--- src/rtl/mem_port_arbiter_pkg.sv ---
// Shared types for the IF/MEM single-port memory arbiter: FSM states, owner tag
// and the latched memory request.
package mem_port_arbiter_pkg;

    localparam int XLEN_W         = 32;
    localparam int STARVE_LIM_DEF = 4;

    typedef enum logic [1:0] {IDLE, REQ, WAIT, RESP} arb_state_t;

    typedef enum logic {OWN_IF, OWN_D} owner_t;

    typedef struct packed {
        logic              we;
        logic [XLEN_W-1:0] addr;
        logic [XLEN_W-1:0] wdata;
        logic [3:0]        wstrb;
    } mem_req_t;

    // Loads never present byte enables to the memory.
    function automatic logic [3:0] storeStrb(input logic we, input logic [3:0] strb);
        return we ? strb : 4'b0000;
    endfunction

endpackage

--- src/rtl/mem_port_arbiter_if.sv ---
// Memory-side bus of the arbiter: one outstanding request, grant, and a single response.
interface mem_port_arbiter_if #(
    parameter int XLEN = 32
);

    logic            mem_req;
    logic            mem_we;
    logic [XLEN-1:0] mem_addr;
    logic [XLEN-1:0] mem_wdata;
    logic [3:0]      mem_wstrb;
    logic            mem_gnt;
    logic            mem_rvalid;
    logic [XLEN-1:0] mem_rdata;
    logic            mem_err;

    modport master (
        output mem_req, mem_we, mem_addr, mem_wdata, mem_wstrb,
        input  mem_gnt, mem_rvalid, mem_rdata, mem_err
    );

    modport slave (
        input  mem_req, mem_we, mem_addr, mem_wdata, mem_wstrb,
        output mem_gnt, mem_rvalid, mem_rdata, mem_err
    );

endinterface

--- src/rtl/mem_port_arbiter_arb_prio.sv ---
// Winner select for the shared memory port: data side has priority, but a fetch
// kept waiting through STARVE_LIM consecutive data grants is forced through.
module arb_prio
    import mem_port_arbiter_pkg::*;
#(
    parameter int STARVE_LIM = STARVE_LIM_DEF
) (
    input  logic clk,
    input  logic reset,
    input  logic ifReq,
    input  logic dReq,
    input  logic grant,
    output logic grantD
);

    localparam int CW = $clog2(STARVE_LIM + 1);

    logic [CW-1:0] starveCnt;
    logic          starved;

    assign starved = (starveCnt == CW'(STARVE_LIM)) && ifReq;
    assign grantD  = dReq && !starved;

    // NOTE: sequential state uses <= so every flop samples pre-edge values.
    always_ff @(posedge clk) begin
        if (reset) begin
            starveCnt <= '0;
        end else if (grant) begin
            if (grantD && ifReq) begin
                if (starveCnt != CW'(STARVE_LIM))
                    starveCnt <= starveCnt + CW'(1);
            end else begin
                starveCnt <= '0;
            end
        end
    end

endmodule

--- src/rtl/mem_port_arbiter.sv ---
// Shares one single-port memory between instruction fetch and the load/store unit,
// one outstanding transaction at a time, and raises stalls while a requester waits.
module mem_port_arbiter
    import mem_port_arbiter_pkg::*;
#(
    parameter int XLEN       = XLEN_W,
    parameter int STARVE_LIM = STARVE_LIM_DEF
) (
    input  logic              clk,
    input  logic              reset,

    input  logic              if_req,
    input  logic [XLEN-1:0]   if_addr,
    output logic [XLEN-1:0]   if_rdata,
    output logic              if_valid,
    output logic              if_err,

    input  logic              d_req,
    input  logic              d_we,
    input  logic [XLEN-1:0]   d_addr,
    input  logic [XLEN-1:0]   d_wdata,
    input  logic [3:0]        d_wstrb,
    output logic [XLEN-1:0]   d_rdata,
    output logic              d_valid,
    output logic              d_err,

    output logic              stall_if,
    output logic              stall_mem,

    mem_port_arbiter_if.master mem
);

    arb_state_t state, stateNext;
    owner_t     owner;
    mem_req_t   reqLatch;
    logic       grant;
    logic       grantD;
    logic       respTake;

    // Requests are only sampled in IDLE, so the one still held during RESP cannot re-issue.
    assign grant    = (state == IDLE) && (if_req || d_req);
    assign respTake = (state == WAIT) && mem.mem_rvalid;

    arb_prio #(
        .STARVE_LIM(STARVE_LIM)
    ) uPrio (
        .clk   (clk),
        .reset (reset),
        .ifReq (if_req),
        .dReq  (d_req),
        .grant (grant),
        .grantD(grantD)
    );

    always_ff @(posedge clk) begin
        if (reset) state <= IDLE;
        else       state <= stateNext;
    end

    // NOTE: stateNext takes its default first so no path through the case infers a latch.
    always_comb begin
        stateNext = state;
        case (state)
            IDLE:    if (grant)           stateNext = REQ;
            REQ:     if (mem.mem_gnt)     stateNext = WAIT;
            WAIT:    if (mem.mem_rvalid)  stateNext = RESP;
            RESP:                         stateNext = IDLE;
            default:                      stateNext = IDLE;
        endcase
    end

    // Request fields are captured once on leaving IDLE and stay frozen until the next grant.
    always_ff @(posedge clk) begin
        if (reset) begin
            owner    <= OWN_IF;
            reqLatch <= '0;
        end else if (grant) begin
            if (grantD) begin
                owner    <= OWN_D;
                reqLatch <= '{we: d_we, addr: d_addr, wdata: d_wdata,
                              wstrb: storeStrb(d_we, d_wstrb)};
            end else begin
                owner    <= OWN_IF;
                reqLatch <= '{we: 1'b0, addr: if_addr, wdata: '0, wstrb: 4'b0000};
            end
        end
    end

    // Only the owner's response registers move; a store leaves d_rdata untouched.
    always_ff @(posedge clk) begin
        if (reset) begin
            if_rdata <= '0;
            if_err   <= 1'b0;
            d_rdata  <= '0;
            d_err    <= 1'b0;
        end else if (respTake) begin
            if (owner == OWN_IF) begin
                if_rdata <= mem.mem_rdata;
                if_err   <= mem.mem_err;
            end else begin
                d_err <= mem.mem_err;
                if (!reqLatch.we)
                    d_rdata <= mem.mem_rdata;
            end
        end
    end

    assign if_valid  = (state == RESP) && (owner == OWN_IF);
    assign d_valid   = (state == RESP) && (owner == OWN_D);
    assign stall_if  = if_req && !if_valid;
    assign stall_mem = d_req && !d_valid;

    assign mem.mem_req   = (state == REQ);
    assign mem.mem_we    = reqLatch.we;
    assign mem.mem_addr  = reqLatch.addr;
    assign mem.mem_wdata = reqLatch.wdata;
    assign mem.mem_wstrb = reqLatch.wstrb;

endmodule

--- src/flat_wrapper.sv ---
// flat-port wrapper written by rule: the top's interface ports become plain ports
module mem_port_arbiter_flat import mem_port_arbiter_pkg::*;
#(
    parameter int XLEN       = XLEN_W,
    parameter int STARVE_LIM = STARVE_LIM_DEF
)
  (clk, reset, if_req, if_addr, if_rdata, if_valid, if_err, d_req, d_we, d_addr, d_wdata, d_wstrb, d_rdata, d_valid, d_err, stall_if, stall_mem, mem_mem_req, mem_mem_we, mem_mem_addr, mem_mem_wdata, mem_mem_wstrb, mem_mem_gnt, mem_mem_rvalid, mem_mem_rdata, mem_mem_err);
  mem_port_arbiter_if #(.XLEN(XLEN)) mem_i ();
  input  logic clk;
  input  logic reset;
  input  logic if_req;
  input  logic [XLEN-1:0] if_addr;
  output logic [XLEN-1:0] if_rdata;
  output logic if_valid;
  output logic if_err;
  input  logic d_req;
  input  logic d_we;
  input  logic [XLEN-1:0] d_addr;
  input  logic [XLEN-1:0] d_wdata;
  input  logic [3:0] d_wstrb;
  output logic [XLEN-1:0] d_rdata;
  output logic d_valid;
  output logic d_err;
  output logic stall_if;
  output logic stall_mem;
  output wire logic [$bits(mem_i.mem_req)-1:0] mem_mem_req;
  output wire logic [$bits(mem_i.mem_we)-1:0] mem_mem_we;
  output wire logic [$bits(mem_i.mem_addr)-1:0] mem_mem_addr;
  output wire logic [$bits(mem_i.mem_wdata)-1:0] mem_mem_wdata;
  output wire logic [$bits(mem_i.mem_wstrb)-1:0] mem_mem_wstrb;
  input wire logic [$bits(mem_i.mem_gnt)-1:0] mem_mem_gnt;
  input wire logic [$bits(mem_i.mem_rvalid)-1:0] mem_mem_rvalid;
  input wire logic [$bits(mem_i.mem_rdata)-1:0] mem_mem_rdata;
  input wire logic [$bits(mem_i.mem_err)-1:0] mem_mem_err;
  assign mem_mem_req = mem_i.mem_req;
  assign mem_mem_we = mem_i.mem_we;
  assign mem_mem_addr = mem_i.mem_addr;
  assign mem_mem_wdata = mem_i.mem_wdata;
  assign mem_mem_wstrb = mem_i.mem_wstrb;
  assign mem_i.mem_gnt = mem_mem_gnt;
  assign mem_i.mem_rvalid = mem_mem_rvalid;
  assign mem_i.mem_rdata = mem_mem_rdata;
  assign mem_i.mem_err = mem_mem_err;
  mem_port_arbiter #(.XLEN(XLEN), .STARVE_LIM(STARVE_LIM)) u_core (.clk(clk), .reset(reset), .if_req(if_req), .if_addr(if_addr), .if_rdata(if_rdata), .if_valid(if_valid), .if_err(if_err), .d_req(d_req), .d_we(d_we), .d_addr(d_addr), .d_wdata(d_wdata), .d_wstrb(d_wstrb), .d_rdata(d_rdata), .d_valid(d_valid), .d_err(d_err), .stall_if(stall_if), .stall_mem(stall_mem), .mem(mem_i));
endmodule
--- config.mk ---
export PLATFORM = sky130hd
export DESIGN_NAME = mem_port_arbiter_flat
export DESIGN_NICKNAME = d
export VERILOG_FILES = /design/src/rtl/mem_port_arbiter_pkg.sv /design/src/rtl/mem_port_arbiter_if.sv /design/src/rtl/mem_port_arbiter_arb_prio.sv /design/src/rtl/mem_port_arbiter.sv /design/src/flat_wrapper.sv
export SDC_FILE = /design/constraint.sdc
export NUM_CORES = 1
export LEC_CHECK = 0
export BUFFER_PORTS_ARGS = -buffer_cell sky130_fd_sc_hd__buf_2
export CORE_MARGIN = 5
export CORE_UTILIZATION = 47
export CTS_CLUSTER_DIAMETER = 150
export DETAILED_ROUTE_END_ITERATION = 8
export MAX_ROUTING_LAYER = met4
export PLACE_DENSITY = 0.81
export SLEW_MARGIN = 20
export SYNTH_ARGS = -nofsm -noshare
export SYNTH_HDL_FRONTEND = slang
export SYNTH_HIERARCHICAL = 1
export SYNTH_SLANG_ARGS = --single-unit
--- constraint.sdc ---
create_clock -name clk -period 3.4 [get_ports clk]
set_input_delay 0.34 -clock clk [delete_from_list [all_inputs] [get_ports clk]]
set_output_delay 0.34 -clock clk [all_outputs]
set_load 0.1 [all_outputs]
; ---- Word-level counts from Yosys, hierarchy flattened
; Cells that the tools add are included.
[word_totals]
out_inout_bits = 140
in_bits = 140
reg_bits = 141
[op_classes]
n_eq_ne = 9
mux = 9
n_reduce_logical = 19
bitwise = 2
n_addsub = 1
[ops]
columns = operator, count
row1 = $mux W69, 1
row2 = $logic_and A1 B1 Y1, 9
row3 = $pmux W2 S4, 1
row4 = $mux W2, 3
row5 = $mux W3, 2
row6 = $ne A2 B1 Y1 const B, 3
row7 = $reduce_and A2 Y1, 3
row8 = $reduce_and A3 Y1, 2
row9 = $eq A2 B2 Y1 const B, 2
row10 = $mux W4, 1
row11 = $add A3 B1 Y3 const B, 1
row12 = $eq A3 B3 Y1 const B, 1
row13 = $logic_not A1 Y1, 3
row14 = $ne A3 B3 Y1 const B, 1
row15 = $eq A2 B1 Y1 const B, 1
row16 = $logic_not A2 Y1, 1
row17 = $ne A2 B2 Y1 const B, 1
row18 = $not A1 Y1, 2
row19 = $logic_or A1 B1 Y1, 1
row20 = $mux W1, 1

; ---- Depth between registers and ports, before layout
[logic_depth]
ltp_word = 7
mapped_depth = 9

; ---- Modules after synthesis
; Netlist, hierarchy kept.
[by_module_without_submodules]
columns = module, cells_per_inst, instances, seq_area_each_um2, area_each_um2
row1 = mem_port_arbiter, 624, 1, 2762.6, 5454.0
row2 = arb_prio, 19, 1, 60.1, 182.7

; ---- Worst setup path after synthesis
; Ideal clock, no wire load.
[synth_path]
kind = register -> output
from = reg u_core.state[0]
to = out stall_if
stages_incl_launch_ff = 4
path_slack_ns = 0.196
arrival_ns = 2.864
required_time_ns = 3.060
path_cell_list = dfxtp_1 ha_1 nor2b_1 nor2b_1
[synth_via]
elab_chain_len = 4
[synth_rtl]
columns = element, line
row1 = start: declaration, mem_port_arbiter.sv:33  ; arb_state_t state, stateNext;
row2 = start signal: assignment, mem_port_arbiter.sv:57  ; else state <= stateNext;
row3 = $eq A2 B2 Y1, mem_port_arbiter.sv:108  ; assign if_valid = (state == RESP) && (owner == OWN_IF);
row4 = $logic_and A1 B1 Y1, mem_port_arbiter.sv:108
row5 = named net if_valid, flat_wrapper.sv:14  ; output logic if_valid;
row6 = $logic_not A1 Y1, mem_port_arbiter.sv:110  ; assign stall_if = if_req && !if_valid;
row7 = $logic_and A1 B1 Y1, mem_port_arbiter.sv:110
row8 = end: declaration, flat_wrapper.sv:24  ; output logic stall_if;
; The timed path passes the listed nets, and every way through them passes these cells.

; ---- Worst setup path in the final report
[layout_path]
from = reg u_core.state[0]
to = reg u_core.reqLatch (netlist bit u_core/mem.mem_addr[17])
[layout_via]
elab_chain_len = 2
[layout_rtl]
columns = element, line
row1 = $logic_not A2 Y1, mem_port_arbiter.sv:41  ; assign grant = (state == IDLE) && (if_req || d_req);
row2 = $logic_and A1 B1 Y1, mem_port_arbiter.sv:41
row3 = end signal: assignment, mem_port_arbiter.sv:80  ; reqLatch <= '{we: d_we, addr: d_addr, wdata: d_wdata,
row4 = end signal: assignment, mem_port_arbiter.sv:84  ; reqLatch <= '{we: 1'b0, addr: if_addr, wdata: '0, wstrb: 4'b0000};
row5 = end: declaration, mem_port_arbiter.sv:35  ; mem_req_t reqLatch;
; No other way between the ends.
; A chain may end at the register's enable or synchronous reset.

==> PnR_summary.wiki <==
{| class="wikitable"
! Metric !! Value
|-
| Result of the run || complete, no violations
|-
| Number of optimization iterations in the first detailed-route pass || 6
|-
| N_diodes || 0
|-
| Average cell area after synthesis || 8.766 µm²
|-
| Total wire length || 15890 µm
|-
| Reported max-cap violation count || 0
|-
| Number of fill cells in the layout || between 1000 and 1500
|-
| Routability-driven placement congestion ratio || slightly above 0.8
|-
| Number of flops mapped to enable cells by yosys || 0
|-
| Final Skew || between 0.006 and 0.007 ns
|-
| Library cell used as clock root buffer || clkbuf_16
|-
| Netlist Area Pre-Place || approximately 5600 µm²
|-
| Die width || around 120 µm
|-
| Global-route wire length before repair || 25450 µm
|-
| Post-placement cell count || around 1000
|-
| Count of final setup violators || 0
|-
| Most frequently used cell type in the post-synthesis netlist || nand2_1
|-
| Vias/cell || between 5 and 6
|-
| Aggregate global routing overflow || 0
|-
| Internal Pwr Total || approximately 3.7 mW
|-
| Vias in the first global route || around 5200
|-
| Setup Total Neg Slack || 0 ns
|-
| Proportion of synthesized chip area in sequential cells || 0.5008
|-
| Maximum number of pins on one net before global-route repair || 65
|-
| Fraction of layout cells with a size suffix above 1 || 0.3893
|-
| RSZ-0062 raised after global routing || no
|-
| Sequential cell area in the final layout || 2823 µm²
|-
| Dominant cells by area after synthesis || dfxtp_1 (50%), nand2_1 (11%), a21oi_1 (9.2%)
|-
| Clock Latency Late Sink || roughly 0.4 ns
|-
| Sw Ratio || 0.4865
|-
| Hold buffer count at CTS || 0
|-
| Initial core utilization || 0.4752
|-
| Count of non-filler cells in the finished layout || ~1100
|-
| Total clock sinks || around 140
|-
| FFs w/ async S/R, synth || 0
|-
| Count of routing violations after the opening detailed-route iteration || approximately 380
|-
| Number of buffers inserted by port buffering || between 200 and 300
|-
| Core box area || 11860 µm²
|-
| Number of top-level pins || 280
|-
| Highest fanout seen on the critical path || 44
|-
| Reported net switching power || 3.506 mW
|-
| Nets in the synthesized netlist || around 790
|-
| Hold Vio Cnt, Final || 0
|-
| Launching element of the worst setup path || u_core/state[0]$_SDFFE_PP0P_
|-
| Category of the worst setup path launch point || flop
|-
| Period minus WS final || roughly 2.1 ns
|-
| Total number of yosys warnings || 6
|-
| Total power per unit cell area || about 940 nW/µm²
|-
| Area taken by multi-input logic gates || around 2500 µm²
|-
| Number of buffers created by CTS || 17
|-
| Source of the worst register-to-register timing path || u_core/state[0]$_SDFFE_PP0P_
|-
| Startpoint of the lowest-slack hold path || mem_mem_rdata[2]
|-
| Buffer depth of the longest clock path || 2
|-
| Depth of the CTS H-tree || 4
|-
| Post-CTS Repair Setup Buffers || 0
|-
| Post-synthesis to final-layout area growth || 35.52%
|-
| Leading area contributor after synthesis || dfxtp_1
|-
| Total global-route track usage || 0.2258
|-
| Type of the most critical hold path || in2reg
|-
| Synth Flop Type || dfxtp_1
|-
| Number of placement rows || 40
|-
| Antenna viol nets, final || 0
|-
| Number of antenna violations at the first check in global routing || 0
|-
| Clock input transition at the sequential cells of the worst setup and hold paths || 0.06 ns
|-
| Unique masters post-synth || 34
|-
| Overall die height || approximately 120 µm
|-
| Number of design rule violations left after detail routing || 0
|-
| Top cell type's share of synthesized area || 0.5008
|-
| Pin slew with the least headroom to its limit || 0.5968 ns
|-
| Arrival time worst endpoint || ~2.3 ns
|-
| Count of mapped cells out of synthesis || 643
|-
| Net count, final || ~1000
|-
| CP Capture Type || flop
|-
| Pins Over Slew Limit || 0
|-
| HPWL Detailed || about 11000 µm
|-
| Required time at the worst-slack endpoint || about 3.7 ns
|-
| Clock power frac || 0.256
|-
| DR vias || approximately 5300
|-
| Standby leakage power || around 3.5 nW
|-
| Share of total power in combinational logic || 0.459
|-
| Post-synthesis sequential element count || ~140
|-
| CTS tree || yes
|-
| Fraction of the cycle the final worst path needs || 0.6032
|-
| Die Footprint || 14280 µm²
|-
| Worst supply voltage drop on vdd || between 0.5 and 0.6 mV
|-
| Top achievable clock speed || 487.6 MHz
|-
| Number of resized instances in the post-cts repair step || 0
|-
| Worst relative slew slack || 0.6016
|-
| Setup CP Type || reg2reg
|-
| List of most frequent post-synthesis cells || nand2_1 (171), dfxtp_1 (141), a21oi_1 (104)
|-
| Portion of total power attributed to sequential cells || 0.285
|-
| Average wire per standard cell || about 15 µm
|}
==> metal layers <==
layer  global-route usage  share of wire  vias up
met2               0.3591           0.49      210
met5                    -              0        -
met1               0.2712           0.41     2383
met3              0.06032          0.072       40
met4              0.09807          0.032        0
li1                     -              -     2675
==> final cells by class <==
cell class	instances	share of cell area
multi-input combinational	442	0.3269
sequential	141	0.3695
clock buffer	20	0.05848
inverter	8	0.004095
timing repair buffer	289	0.1979
tap	147	0.02408
clock inverter	12	0.01900
==> power by group through the flow <==
stage | clock network (mW) | registers (mW) | logic, mW
after global routing | 1.97 | 2.09 | 3.47
after CTS | 1.89 | 2.06 | 3.32
after floorplan | 0 | 3.81 | 1.11
after detailed placement | 0 | 2.09 | 3.31
final | 1.85 | 2.06 | 3.31
after global placement | 0 | 2.08 | 3.28
==> worst paths after layout <==
| check | endpoint | slack, ns | cells past startpoint |
|---|---|---|---|
| worst max-delay path | u_core/mem.mem_addr[17]$_SDFFE_PP0P_ | 1.35 | 7 |
| worst min-delay path | u_core/d_rdata[2]$_SDFFE_PP0P_ | 0.17 | 3 |
| worst max register to register | u_core/mem.mem_addr[17]$_SDFFE_PP0P_ | 1.35 | 7 |
| worst min register to register | u_core/mem.mem_wdata[11]$_SDFFE_PP0P_ | 0.45 | 2 |
==> per-stage QoR <==
| stage | setup slack, ns | util | total power [mW] | hold WS (ns) | area [µm²] |
|---|---|---|---|---|---|
| global route | 1.189 | 0.6440 | 7.528 | 0.1568 | 7639 |
| finish | 1.349 | 0.6440 | 7.207 | 0.1730 | 7639 |
| floorplan | 0.1961 | - | 4.916 | 0.4097 | 5637 |
| CTS | 1.326 | 0.6440 | 7.263 | 0.1564 | 7639 |
| detailed placement | 1.349 | 0.5941 | 5.398 | 0.4402 | 7047 |
| global placement | 1.406 | 0.5941 | 5.366 | 0.4360 | 7047 |
==> placed cells by master (no fill, tap or decap), types with 8 or more instances in the layout <==
master,instances
a211oi_2,31
a21oi_1,104
buf_2,278
buf_4,8
clkbuf_16,17
dfxtp_1,141
mux2i_1,35
nand2_1,171
nand3_1,34
nor2_1,34
==> critical path, cell delays in order, from the launching register on <==
cell and delay [ns]:
dfxtp_1 0.38, inv_1 0.09, ha_1 0.24, o21ai_2 0.09
clkinv_2 0.50, buf_12 0.41, nor2_1 0.16, a211oi_2 0.06
==> cells by family (layout without fill, tap and decap cells) <==
kind of cell               after synthesis  count (layout)  share of synthesized area
buffers and inverters                   60             329                    0.05882
xor gates and xnor gates                 2               2                   0.003108
muxes                                   35              35                    0.06215
AOI/OAI and AO/OA                      141             141                     0.1720
DFF                                    141             141                     0.5008
and+or+nand+nor                        258             258                     0.1898
adders and majority gates                6               6                    0.01332
==> registers in the layout, indices dropped and copies added, names as in the netlist <==
| signal | cells |
|---|---|
| u_core/d_err | 1 |
| u_core/state | 2 |
| u_core/mem.mem_wdata | 32 |
| u_core/mem.mem_addr | 32 |
| u_core/owner | 1 |
| u_core/if_err | 1 |
| u_core/mem.mem_wstrb | 4 |
| u_core/uPrio/starveCnt | 3 |
| u_core/if_rdata | 32 |
| u_core/d_rdata | 32 |
| u_core/mem.mem_we | 1 |
(Power assumes the default switching activity.)
